$ cat src/rtl/tlb_gen2.sv
// Fully associative Sv39 TLB with tree-PLRU replacement, registered 1-cycle lookup and sfence.vma flush.
// Defining TLB_PERF_CNT_EN adds saturating hit/miss counters (hit_cnt_o, miss_cnt_o).
package riscv;
  typedef struct packed {
    logic [9:0]  reserved;
    logic [43:0] ppn;
    logic [1:0]  rsw;
    logic        d;
    logic        a;
    logic        g;
    logic        u;
    logic        x;
    logic        w;
    logic        r;
    logic        v;
  } pte_t;
endpackage

module tlb_gen2 #(
  parameter int unsigned TLB_ENTRIES = 8,
  parameter int unsigned ASID_WIDTH  = 16
) (
  input  logic                  clk_i,
  input  logic                  rst_ni,
  input  logic                  flush_i,
  input  logic                  flush_asid_en_i,
  input  logic                  flush_vaddr_en_i,
  input  logic [ASID_WIDTH-1:0] flush_asid_i,
  input  logic [63:0]           flush_vaddr_i,
  input  logic                  upd_valid_i,
  input  logic [26:0]           upd_vpn_i,
  input  logic [ASID_WIDTH-1:0] upd_asid_i,
  input  logic                  upd_is_2M_i,
  input  logic                  upd_is_1G_i,
  input  riscv::pte_t           upd_content_i,
  input  logic                  lu_access_i,
  input  logic [ASID_WIDTH-1:0] lu_asid_i,
  input  logic [63:0]           lu_vaddr_i,
  output logic                  lu_valid_o,
  output logic                  lu_hit_o,
  output logic                  lu_is_2M_o,
  output logic                  lu_is_1G_o,
  output riscv::pte_t           lu_content_o
`ifdef TLB_PERF_CNT_EN
  ,
  output logic [31:0]           hit_cnt_o,
  output logic [31:0]           miss_cnt_o
`endif
);

  localparam int unsigned LVL = $clog2(TLB_ENTRIES);
  typedef logic [LVL-1:0] idx_t;

  // An address falls in an entry's page when the VPN levels above the page size agree.
  function automatic logic vpnCovers(input logic [26:0] entVpn, input logic ent2M,
                                     input logic ent1G, input logic [26:0] vpn);
    return (entVpn[26:18] == vpn[26:18]) &&
           (ent1G || (entVpn[17:9] == vpn[17:9])) &&
           (ent1G || ent2M || (entVpn[8:0] == vpn[8:0]));
  endfunction

  logic [TLB_ENTRIES-1:0] valid_q, valid_d;
  logic [TLB_ENTRIES-1:1] plru_q, plru_d;
  logic [26:0]            vpn_q     [TLB_ENTRIES];
  logic [ASID_WIDTH-1:0]  asid_q    [TLB_ENTRIES];
  riscv::pte_t            content_q [TLB_ENTRIES];
  logic [TLB_ENTRIES-1:0] is2M_q, is1G_q;

  logic [TLB_ENTRIES-1:0] luMatch, updMatch, flushHit;
  logic [26:0]            luVpn, flVpn;
  idx_t                   luHitIdx, updHitIdx, freeIdx, plruIdx, updIdx, touchIdx, tPath;
  logic                   luHit, updWe, touchEn;
  logic [LVL:0]           node, tNode;

  logic                   luValid_q, luHit_q, lu2M_q, lu1G_q;
  riscv::pte_t            luContent_q;

  assign luVpn = lu_vaddr_i[38:12];
  assign flVpn = flush_vaddr_i[38:12];

  always_comb begin
    luMatch  = '0;
    updMatch = '0;
    flushHit = '0;
    for (int i = 0; i < TLB_ENTRIES; i++) begin
      luMatch[i]  = valid_q[i] && (content_q[i].g || (asid_q[i] == lu_asid_i)) &&
                    vpnCovers(vpn_q[i], is2M_q[i], is1G_q[i], luVpn);
      updMatch[i] = valid_q[i] && (is2M_q[i] == upd_is_2M_i) && (is1G_q[i] == upd_is_1G_i) &&
                    (content_q[i].g || (asid_q[i] == upd_asid_i)) &&
                    vpnCovers(vpn_q[i], is2M_q[i], is1G_q[i], upd_vpn_i);
      // Each enabled qualifier narrows the flush; global entries never match an ASID flush.
      flushHit[i] = (!flush_asid_en_i || (!content_q[i].g && (asid_q[i] == flush_asid_i))) &&
                    (!flush_vaddr_en_i || vpnCovers(vpn_q[i], is2M_q[i], is1G_q[i], flVpn));
    end
  end

  always_comb begin
    luHitIdx  = '0;
    updHitIdx = '0;
    freeIdx   = '0;
    for (int i = TLB_ENTRIES - 1; i >= 0; i--) begin
      if (luMatch[i])  luHitIdx  = idx_t'(i);
      if (updMatch[i]) updHitIdx = idx_t'(i);
      if (!valid_q[i]) freeIdx   = idx_t'(i);
    end
  end

  // Heap-ordered tree rooted at node 1; a node bit of 1 sends the victim search right.
  always_comb begin
    node = {{LVL{1'b0}}, 1'b1};
    for (int l = 0; l < LVL; l++) begin
      node = {node[LVL-1:0], plru_q[node[LVL-1:0]]};
    end
    plruIdx = node[LVL-1:0];
  end

  assign luHit  = |luMatch;
  assign updWe  = upd_valid_i && !flush_i;
  assign updIdx = (|updMatch) ? updHitIdx : ((~&valid_q) ? freeIdx : plruIdx);

  always_comb begin
    plru_d   = plru_q;
    touchEn  = 1'b0;
    touchIdx = '0;
    tNode    = {{LVL{1'b0}}, 1'b1};
    tPath    = '0;
    if (updWe) begin
      touchEn  = 1'b1;
      touchIdx = updIdx;
    end else if (lu_access_i && luHit) begin
      touchEn  = 1'b1;
      touchIdx = luHitIdx;
    end
    if (touchEn) begin
      tPath = touchIdx;
      for (int l = 0; l < LVL; l++) begin
        plru_d[tNode[LVL-1:0]] = ~tPath[LVL-1];
        tNode = {tNode[LVL-1:0], tPath[LVL-1]};
        tPath = tPath << 1;
      end
    end
  end

  always_comb begin
    valid_d = valid_q;
    if (flush_i) begin
      valid_d = valid_q & ~flushHit;
    end else if (updWe) begin
      valid_d[updIdx] = 1'b1;
    end
  end

  always_ff @(posedge clk_i or negedge rst_ni) begin
    if (!rst_ni) begin
      valid_q <= '0;
      plru_q  <= '0;
    end else begin
      valid_q <= valid_d;
      plru_q  <= plru_d;
    end
  end

  always_ff @(posedge clk_i) begin
    if (updWe) begin
      vpn_q[updIdx]     <= upd_vpn_i;
      asid_q[updIdx]    <= upd_asid_i;
      is2M_q[updIdx]    <= upd_is_2M_i;
      is1G_q[updIdx]    <= upd_is_1G_i;
      content_q[updIdx] <= upd_content_i;
    end
  end

  // Response registers sample the pre-write array; they hold when no lookup was issued.
  always_ff @(posedge clk_i or negedge rst_ni) begin
    if (!rst_ni) begin
      luValid_q   <= 1'b0;
      luHit_q     <= 1'b0;
      lu2M_q      <= 1'b0;
      lu1G_q      <= 1'b0;
      luContent_q <= '0;
    end else begin
      luValid_q <= lu_access_i;
      if (lu_access_i) begin
        luHit_q     <= luHit;
        lu2M_q      <= luHit && is2M_q[luHitIdx];
        lu1G_q      <= luHit && is1G_q[luHitIdx];
        luContent_q <= luHit ? content_q[luHitIdx] : '0;
      end
    end
  end

  assign lu_valid_o   = luValid_q;
  assign lu_hit_o     = luHit_q;
  assign lu_is_2M_o   = lu2M_q;
  assign lu_is_1G_o   = lu1G_q;
  assign lu_content_o = luContent_q;

`ifdef TLB_PERF_CNT_EN
  logic [31:0] hitCnt_q, missCnt_q;

  always_ff @(posedge clk_i or negedge rst_ni) begin
    if (!rst_ni) begin
      hitCnt_q  <= '0;
      missCnt_q <= '0;
    end else if (lu_access_i) begin
      if (luHit && (hitCnt_q != 32'hFFFF_FFFF))   hitCnt_q  <= hitCnt_q + 32'd1;
      if (!luHit && (missCnt_q != 32'hFFFF_FFFF)) missCnt_q <= missCnt_q + 32'd1;
    end
  end

  assign hit_cnt_o  = hitCnt_q;
  assign miss_cnt_o = missCnt_q;
`endif

  logic unusedBits;
  assign unusedBits = ^{lu_vaddr_i[63:39], lu_vaddr_i[11:0], flush_vaddr_i[63:39],
                        flush_vaddr_i[11:0], node[LVL], tNode[LVL]};

  // Overlapping entries for one lookup indicate a broken refill sequence.
  assert property (@(posedge clk_i) disable iff (!rst_ni) lu_access_i |-> $onehot0(luMatch));

endmodule

$ cat config.mk
export PLATFORM = sky130hd
export DESIGN_NAME = tlb_gen2
export DESIGN_NICKNAME = d
export VERILOG_FILES = /design/src/rtl/tlb_gen2.sv
export SDC_FILE = /design/constraint.sdc
export NUM_CORES = 2
export LEC_CHECK = 0
export ABC_CLOCK_PERIOD_IN_PS = 9500
export BUFFER_PORTS_ARGS = -buffer_cell sky130_fd_sc_hd__buf_2
export CAP_MARGIN = 15
export CORE_ASPECT_RATIO = 0.75
export CORE_MARGIN = 1
export CORE_UTILIZATION = 55
export CTS_CLUSTER_DIAMETER = 30
export DETAILED_ROUTE_END_ITERATION = 16
export PLACE_DENSITY = 0.74
export SETUP_SLACK_MARGIN = 0.05
export SYNTH_ARGS = -nofsm -noshare
export SYNTH_HDL_FRONTEND = slang
export SYNTH_SLANG_ARGS = --single-unit
$ cat constraint.sdc
create_clock -name clk_i -period 9.5 [get_ports clk_i]
set_input_delay 1.425 -clock clk_i [delete_from_list [all_inputs] [get_ports clk_i]]
set_output_delay 1.425 -clock clk_i [all_outputs]
set_load 0.01 [all_outputs]
# After elaboration in Yosys (flattened, before gate mapping)
# Memory sizes are Yosys's and may differ from the RTL's.
# Cells that the tools add are included.
dict set report word_totals {
  regBits 99
  mem_bits_rw 856
  output_inout_bits 68
  word_cells 424
  n_memories 3
}
dict set report op_classes {
  order_cmp 9
  n_eq_ne 112
  mux 53
  bitwise_logic 6
  reduce_logical 222
}
# name words word_bits read_ports rd_clocked_by_memory_dff write_ports line_no
set mem_list {}
lappend mem_list {content_q 8 64 9 0 1 66} ;# riscv::pte_t content_q [TLB_ENTRIES];
lappend mem_list {vpn_q 8 27 8 0 1 64} ;# logic [26:0] vpn_q [TLB_ENTRIES];
lappend mem_list {asid_q 8 16 8 0 1 65} ;# logic [ASID_WIDTH-1:0] asid_q [TLB_ENTRIES];
# op n
set op_table {}
lappend op_table {{9-bit equality test} 72}
lappend op_table {{16-bit equality test} 24}
lappend op_table {{1-bit logical AND} 119}
lappend op_table {{1-bit logical OR} 88}
lappend op_table {{3-bit 2-to-1 mux} 28}
lappend op_table {{64-bit 2-to-1 mux} 1}
lappend op_table {{8-bit bitwise mux} 2}
lappend op_table {{1-bit equality test} 16}
lappend op_table {{3-bit by 4-bit less-than comparator with 1-bit output (second input constant)} 4}
lappend op_table {{8-bit 2-to-1 mux} 2}
lappend op_table {{8-bit OR reduction} 2}
lappend op_table {{7-bit bitwise mux} 2}
lappend op_table {{1-bit 2-to-1 mux} 12}
lappend op_table {{1-bit logical NOT} 11}
lappend op_table {{8-bit bitwise AND} 1}
lappend op_table {{2-bit by 4-bit less-than comparator with 1-bit output (second input constant)} 2}
lappend op_table {{8-bit NOT} 1}
lappend op_table {{8-bit OR} 1}
lappend op_table {{8-bit AND reduction} 1}
lappend op_table {{1-bit binary-select mux with 3-bit select} 2}
lappend op_table {{3-bit by 1-bit greater-or-equal comparator with 1-bit output (second input constant)} 2}
lappend op_table {{1-bit demux with 3-bit select} 1}
lappend op_table {{1-bit NOT} 3}
lappend op_table {{1-bit binary-select mux with 2-bit select} 1}
lappend op_table {{4 further kinds} 4}

# Longest topological paths before layout
# An unclocked memory read counts as a cell.
dict set report logic_depth {
  depth_word 22
  ltp_mapped 14
  ltp_nobuf 10
}

# Least setup slack after synthesis
# Ideal clock, no wire load.
dict set report synth_timing {
  kind {in2reg}
  startpoint {input port upd_asid_i[8]}
  endpoint {memory asid_q[0][0], enable pin}
  arrival_time_ps 8122
  setup_slack_ps 799
  cell_stages 10
  n_path_buf 1
  cell_sequence {clkbuf_1 -> xor2_1 -> nor4_1 -> a41oi_1 -> nor4_1 -> o2bb2ai_1 -> nor4_1 -> or3b_2 -> a21o_1 -> nor2_1}
}
dict set report synth_via {
  elab_chain_len 13
  word_cells_on_any_way 42
  classes_between {eq/ne (8); mux (9); reduce/logical (25)}
}
# element line_no
set synth_lines {}
lappend synth_lines {{start, declared} 32} ;# input logic [ASID_WIDTH-1:0] upd_asid_i,
lappend synth_lines {{16-bit equality test} 89} ;# (content_q[i].g || (asid_q[i] == upd_asid_i)) &&
lappend synth_lines {{1-bit logical OR} 89}
lappend synth_lines {{1-bit logical AND} 88} ;# updMatch[i] = valid_q[i] && (is2M_q[i] == upd_is_2M_i) && (is1G_q[i] == upd_is_1G_i) &&
lappend synth_lines {{1-bit logical AND} 89}
lappend synth_lines {{3-bit 2-to-1 mux (8 in a row)} 103} ;# if (updMatch[i]) updHitIdx = idx_t'(i);
lappend synth_lines {{3-bit 2-to-1 mux (*)} 119} ;# assign updIdx = (|updMatch) ? updHitIdx : ((~&valid_q) ? freeIdx : plruIdx);
lappend synth_lines {{end, declared} 65}
# Every way passes the cells marked *; elsewhere a longest branch is shown, timed or not.

# Final worst setup path
dict set report layout_timing {
  startpoint {input port lu_asid_i[1]}
  endpoint {register luContent_q (netlist bit lu_content_o[1])}
}
dict set report layout_via {
  elab_chain_len 14
  word_cells_on_any_way 43
  classes_between {eq/ne (8); mux (9); reduce/logical (25); memory (1)}
}
# element line_no
set layout_lines {}
lappend layout_lines {{start, declared} 37} ;# input logic [ASID_WIDTH-1:0] lu_asid_i,
lappend layout_lines {{16-bit equality test} 86} ;# luMatch[i] = valid_q[i] && (content_q[i].g || (asid_q[i] == lu_asid_i)) &&
lappend layout_lines {{1-bit logical OR} 86}
lappend layout_lines {{1-bit logical AND (2 in a row)} 86}
lappend layout_lines {{3-bit 2-to-1 mux (8 in a row)} 102} ;# if (luMatch[i]) luHitIdx = idx_t'(i);
lappend layout_lines {{memory read 8 x 64 bit} --}
lappend layout_lines {{64-bit 2-to-1 mux (*)} 187} ;# luContent_q <= luHit ? content_q[luHitIdx] : '0;
lappend layout_lines {{end signal, assigned} 187}
lappend layout_lines {{end, declared} 76} ;# riscv::pte_t luContent_q;
# Marked as above.
# A chain may end at the register's enable or synchronous reset.

==> flow_results.xml <==
<?xml version="1.0" encoding="UTF-8"?>
<metrics>
  <group name="yosys">
    <metric name="netlist_area_before_placement" unit="um2">46800</metric>
    <metric name="yosys.cell_types.count" unit="">69</metric>
    <metric name="synthArstFlopShare" unit="">0.0869</metric>
    <metric name="netlist_instances" unit="">3557</metric>
    <metric name="synth.avg_cell_area" unit="um2">13.2</metric>
    <metric name="synth_edf_count" unit="">872</metric>
    <metric name="yosysSeqAreaShare" unit="">0.604</metric>
    <metric name="synth_ff_type" unit="">edfxtp_1</metric>
    <metric name="synth_top_cell_by_area" unit="">edfxtp_1</metric>
    <metric name="synth-warning-count" unit="">0</metric>
    <metric name="synth_top_cells_by_area" unit="">edfxtp_1 (56%), xor2_1 (11%), xnor2_1 (8.5%)</metric>
    <metric name="syn-num-nets" unit="">3833</metric>
    <metric name="netlist.area_leader.share" unit="">0.560</metric>
    <metric name="postSynthRegisterBits" unit="">955</metric>
  </group>
  <group name="placement">
    <metric name="gpl.final_weighted_congestion" unit="">0.969</metric>
    <metric name="detailed_place_hpwl" unit="um">85000</metric>
    <metric name="port_buffers" unit="">269</metric>
    <metric name="detailedPlace.worstSlack" unit="ns">2.81</metric>
  </group>
  <group name="critical_path">
    <metric name="critical_path_class" unit="">primary input to flop</metric>
    <metric name="worstRegToRegCells" unit="">12</metric>
    <metric name="critical_path_fanout_max" unit="">41</metric>
    <metric name="worstPathRequired" unit="ns">10.15</metric>
    <metric name="critical_path.max_stage_delay" unit="ns">0.89</metric>
    <metric name="worstSetupPathDepth" unit="">13</metric>
    <metric name="startpoint_class" unit="">primary input</metric>
    <metric name="timing.critical_path.mode_cell" unit="">buf_4</metric>
    <metric name="timing.critical_path.slowest_stage_cell" unit="">a21boi_4</metric>
    <metric name="critical_path.endpoint_type" unit="">flop</metric>
    <metric name="worstPathArrival" unit="ns">6.60</metric>
    <metric name="critical-path-top-delay-family" unit="">compound AO/OA/AOI/OAI gates</metric>
    <metric name="path_buf_inv" unit="">3</metric>
    <metric name="cell_chain_of_the_critical_path" unit="">buf_2 -&gt; xor2_1 -&gt; nor4_1 -&gt; a41oi_1 -&gt; or4_4 -&gt; a211o_1 -&gt; buf_4 -&gt; a21boi_4 -&gt; nor2_8 -&gt; buf_4 -&gt; mux2i_1 -&gt; a2111o_1 -&gt; o22ai_1</metric>
  </group>
  <group name="die">
    <metric name="die_height" unit="um">255</metric>
    <metric name="design.portCount" unit="">344</metric>
    <metric name="placementRows" unit="">92</metric>
    <metric name="floorplan.die_area" unit="um2">86200</metric>
    <metric name="floorplan.initialDensity" unit="">0.556</metric>
    <metric name="x_dimension_of_the_die" unit="um">339</metric>
    <metric name="design.core.area" unit="um2">84100</metric>
  </group>
  <group name="power_and_ir_drop">
    <metric name="leakagePower" unit="nW">19.3</metric>
    <metric name="total_power" unit="mW">12.1</metric>
    <metric name="max-vdd-ir-drop" unit="uV">227</metric>
    <metric name="power_per_cell_area" unit="nW/um2">221</metric>
  </group>
  <group name="routing">
    <metric name="drc_errors" unit="">0</metric>
    <metric name="drt_iter0_markers" unit="">3392</metric>
    <metric name="wirelength" unit="um">141000</metric>
    <metric name="vias" unit="">31537</metric>
    <metric name="antenna_violating_nets_post_route" unit="">0</metric>
    <metric name="drt-pass1-iter-count" unit="">6</metric>
    <metric name="via_per_inst" unit="">6.22</metric>
    <metric name="wl_per_cell" unit="um">27.8</metric>
  </group>
  <group name="timing">
    <metric name="setup_viol_count_final" unit="">0</metric>
    <metric name="worstMarginPinSlew" unit="ns">1.34</metric>
    <metric name="hold_viol" unit="">0</metric>
    <metric name="drv_slew" unit="">0</metric>
    <metric name="period_share" unit="">0.626</metric>
    <metric name="clock.fmax" unit="MHz">168</metric>
    <metric name="timing.setup.tns" unit="ns">0</metric>
    <metric name="setup_slack" unit="ns">3.55</metric>
    <metric name="min_period" unit="ns">5.95</metric>
    <metric name="final.setup_skew" unit="ns">0.0280</metric>
    <metric name="timing.slew.headroom" unit="">0.0938</metric>
    <metric name="grt_setup_unrepaired" unit="">no</metric>
  </group>
  <group name="clocking">
    <metric name="postCtsSetupBuffers" unit="">0</metric>
    <metric name="cts-hold-fix-buffers" unit="">0</metric>
    <metric name="cts_htree_levels" unit="">4</metric>
    <metric name="ctsResizeCount" unit="">0</metric>
    <metric name="tritoncts_clock_tree" unit="">yes</metric>
    <metric name="max-clock-path-buffers" unit="">3</metric>
    <metric name="clock_insertion_delay_worst_skew" unit="ns">0.75</metric>
    <metric name="cts.root.buffer_cell" unit="">clkbuf_16</metric>
    <metric name="clock-sinks" unit="">955</metric>
    <metric name="worst_setup_hold_path_clk_slew" unit="ns">0.05</metric>
    <metric name="cts-buffers-inserted" unit="">159</metric>
  </group>
  <group name="global_route">
    <metric name="grt_first_pass_wirelength" unit="um">205000</metric>
    <metric name="grt_max_degree" unit="">141</metric>
    <metric name="overall_routing_resource_usage" unit="">0.325</metric>
    <metric name="antenna_found_initial" unit="">11</metric>
    <metric name="grt-ovfl-total" unit="">0</metric>
    <metric name="first_global_vias" unit="">30755</metric>
  </group>
  <group name="layout">
    <metric name="multi_input_area" unit="um2">17500</metric>
    <metric name="layout.core_utilization" unit="">0.651</metric>
    <metric name="n_fill_cell" unit="">6151</metric>
    <metric name="regArea" unit="um2">28300</metric>
    <metric name="fin_nets" unit="">4075</metric>
    <metric name="synthToLayoutAreaGrowth" unit="%">17.1</metric>
    <metric name="ratio_of_cells_with_drive_above_1_in_the_final_layout" unit="">0.165</metric>
  </group>
  <group name="worst_hold_path">
    <metric name="worst_hold_path_type" unit="">flop to flop</metric>
    <metric name="whs_path_depth" unit="">1</metric>
  </group>
  <group name="job">
    <metric name="number_of_max_cap_violations" unit="">0</metric>
  </group>
  <group name="outcome">
    <metric name="status" unit="">complete, no violations</metric>
  </group>
</metrics>
-- sequential cells by signal (all words and copies together), names as in the netlist --
signal        cells
asid_q          128
content_q       512
is1G_q            8
is2M_q            8
lu_content_o     64
lu_hit_o          1
lu_is_1G_o        1
lu_is_2M_o        1
lu_valid_o        1
plru_q            7
valid_q           8
vpn_q           216
-- stage by stage --
stage,hold slack (ns),cell area (um2),instances
after global placement,0.482,49000,4764
final,0.496,54800,5069
after detailed placement,0.480,49000,4764
after global routing,0.508,54800,5066
after floorplan,0.457,46800,3557
after CTS,0.498,54800,5061
-- cells by family (layout without fill, tap and decap cells) --
logic type	Yosys count	in the layout	synth area share
AO/OA/AOI/OAI	368	368	0.0611
AND/OR/NAND/NOR	806	806	0.0888
buffers and inverters	265	643	0.0250
multiplexers	115	115	0.0247
flip-flops	955	955	0.604
XOR/XNOR	1048	1048	0.196
other	0	6	0
-- worst register-to-register path, stage by stage, from the launching register on --
cell	delay (ns)
edfxtp_1	0.48
xor2_1	0.18
nor4_1	0.49
a41oi_1	0.54
or4_4	0.70
a211o_1	0.30
buf_4	0.27
a21boi_4	0.90
nor2_8	0.28
buf_4	0.41
mux2i_1	0.24
a2111o_1	0.45
o22ai_1	0.12
-- Yosys cell counts, drive strengths merged (4+ instances only) --
master	count
edfxtp	872
xor2	596
xnor2	452
nand2	208
nor4	145
clkbuf	136
nand4	115
mux2i	111
nand3	110
buf	101
nor2	90
nor3	90
dfrtp	83
a31oi	53
a21oi	50
a221oi	43
a21o	33
o21ai	31
inv	28
o22ai	28
a2111o	23
nand4b	23
o211ai	23
a41o	16
a41oi	16
o2111ai	11
o41ai	8
or3	5
mux2	4
nand2b	4
o21bai	4
-- path summary, 6_finish.rpt --
path	slack [ns]	from	to
max reg2reg	4.06	asid_q[6][1]	lu_content_o[1]
max in group asynchronous	7.50	rst_ni	lu_content_o[9]
min	0.50	plru_q[6]	plru_q[6]
max	3.55	lu_asid_i[1]	lu_content_o[1]
min in group asynchronous	0.63	rst_ni	lu_content_o[22]
min reg2reg	0.50	plru_q[6]	plru_q[6]
-- where the power goes --
| part | leakage [nW] | internal, mW | switching (mW) |
|---|---|---|---|
| sequential | 8.95 | 4.85 | 0.162 |
| combinational | 7.61 | 0.326 | 0.638 |
| clock | 2.79 | 3.95 | 2.16 |
-- placed cells by master, fill, tap and decap left out, types with 6 or more instances in the layout --
cell,synthesis,final
a2111o_1,23,23
a21o_1,33,33
a21oi_1,50,50
a221oi_1,43,43
a31oi_1,53,53
a41o_1,16,16
a41oi_1,16,16
buf_2,72,268
buf_4,4,46
bufinv_16,0,26
clkbuf_1,136,11
clkbuf_16,0,164
clkinv_1,0,6
clkinv_2,0,18
clkinv_4,0,19
clkinvlp_4,0,13
dfrtp_1,83,83
diode_2,0,6
edfxtp_1,872,872
inv_1,28,28
inv_6,0,24
mux2i_1,111,111
nand2_1,208,206
nand3_1,110,110
nand4_1,115,115
nand4b_1,23,23
nor2_1,89,79
nor2_4,0,10
nor3_1,90,89
nor4_1,144,144
o2111ai_1,11,11
o211ai_1,23,23
o21ai_0,29,29
o22ai_1,12,12
o22ai_2,16,16
o41ai_1,8,8
xnor2_1,452,452
xor2_1,596,596
-- layout make-up --
cell class	count	share of cell area
Multi-Input combinational cell	2337	0.319
Antenna cell	6	0.000274
Sequential cell	955	0.516
Clock buffer	180	0.0769
Timing Repair Buffer	318	0.0322
Inverter	28	0.00192
Clock inverter	117	0.0280
Tap cell	1128	0.0258
-- metal layers --
layer  vias up  wire length [um]  GRT usage  share of wire
met1     15762             58400      0.457           0.41
li1      13635                 -          -              -
met4         6              3700      0.108          0.026
met2      1834             61300      0.476           0.43
met3       300             17700      0.106           0.13
met5         -                36          0        0.00026
Power figures use the tool's default switching activity.
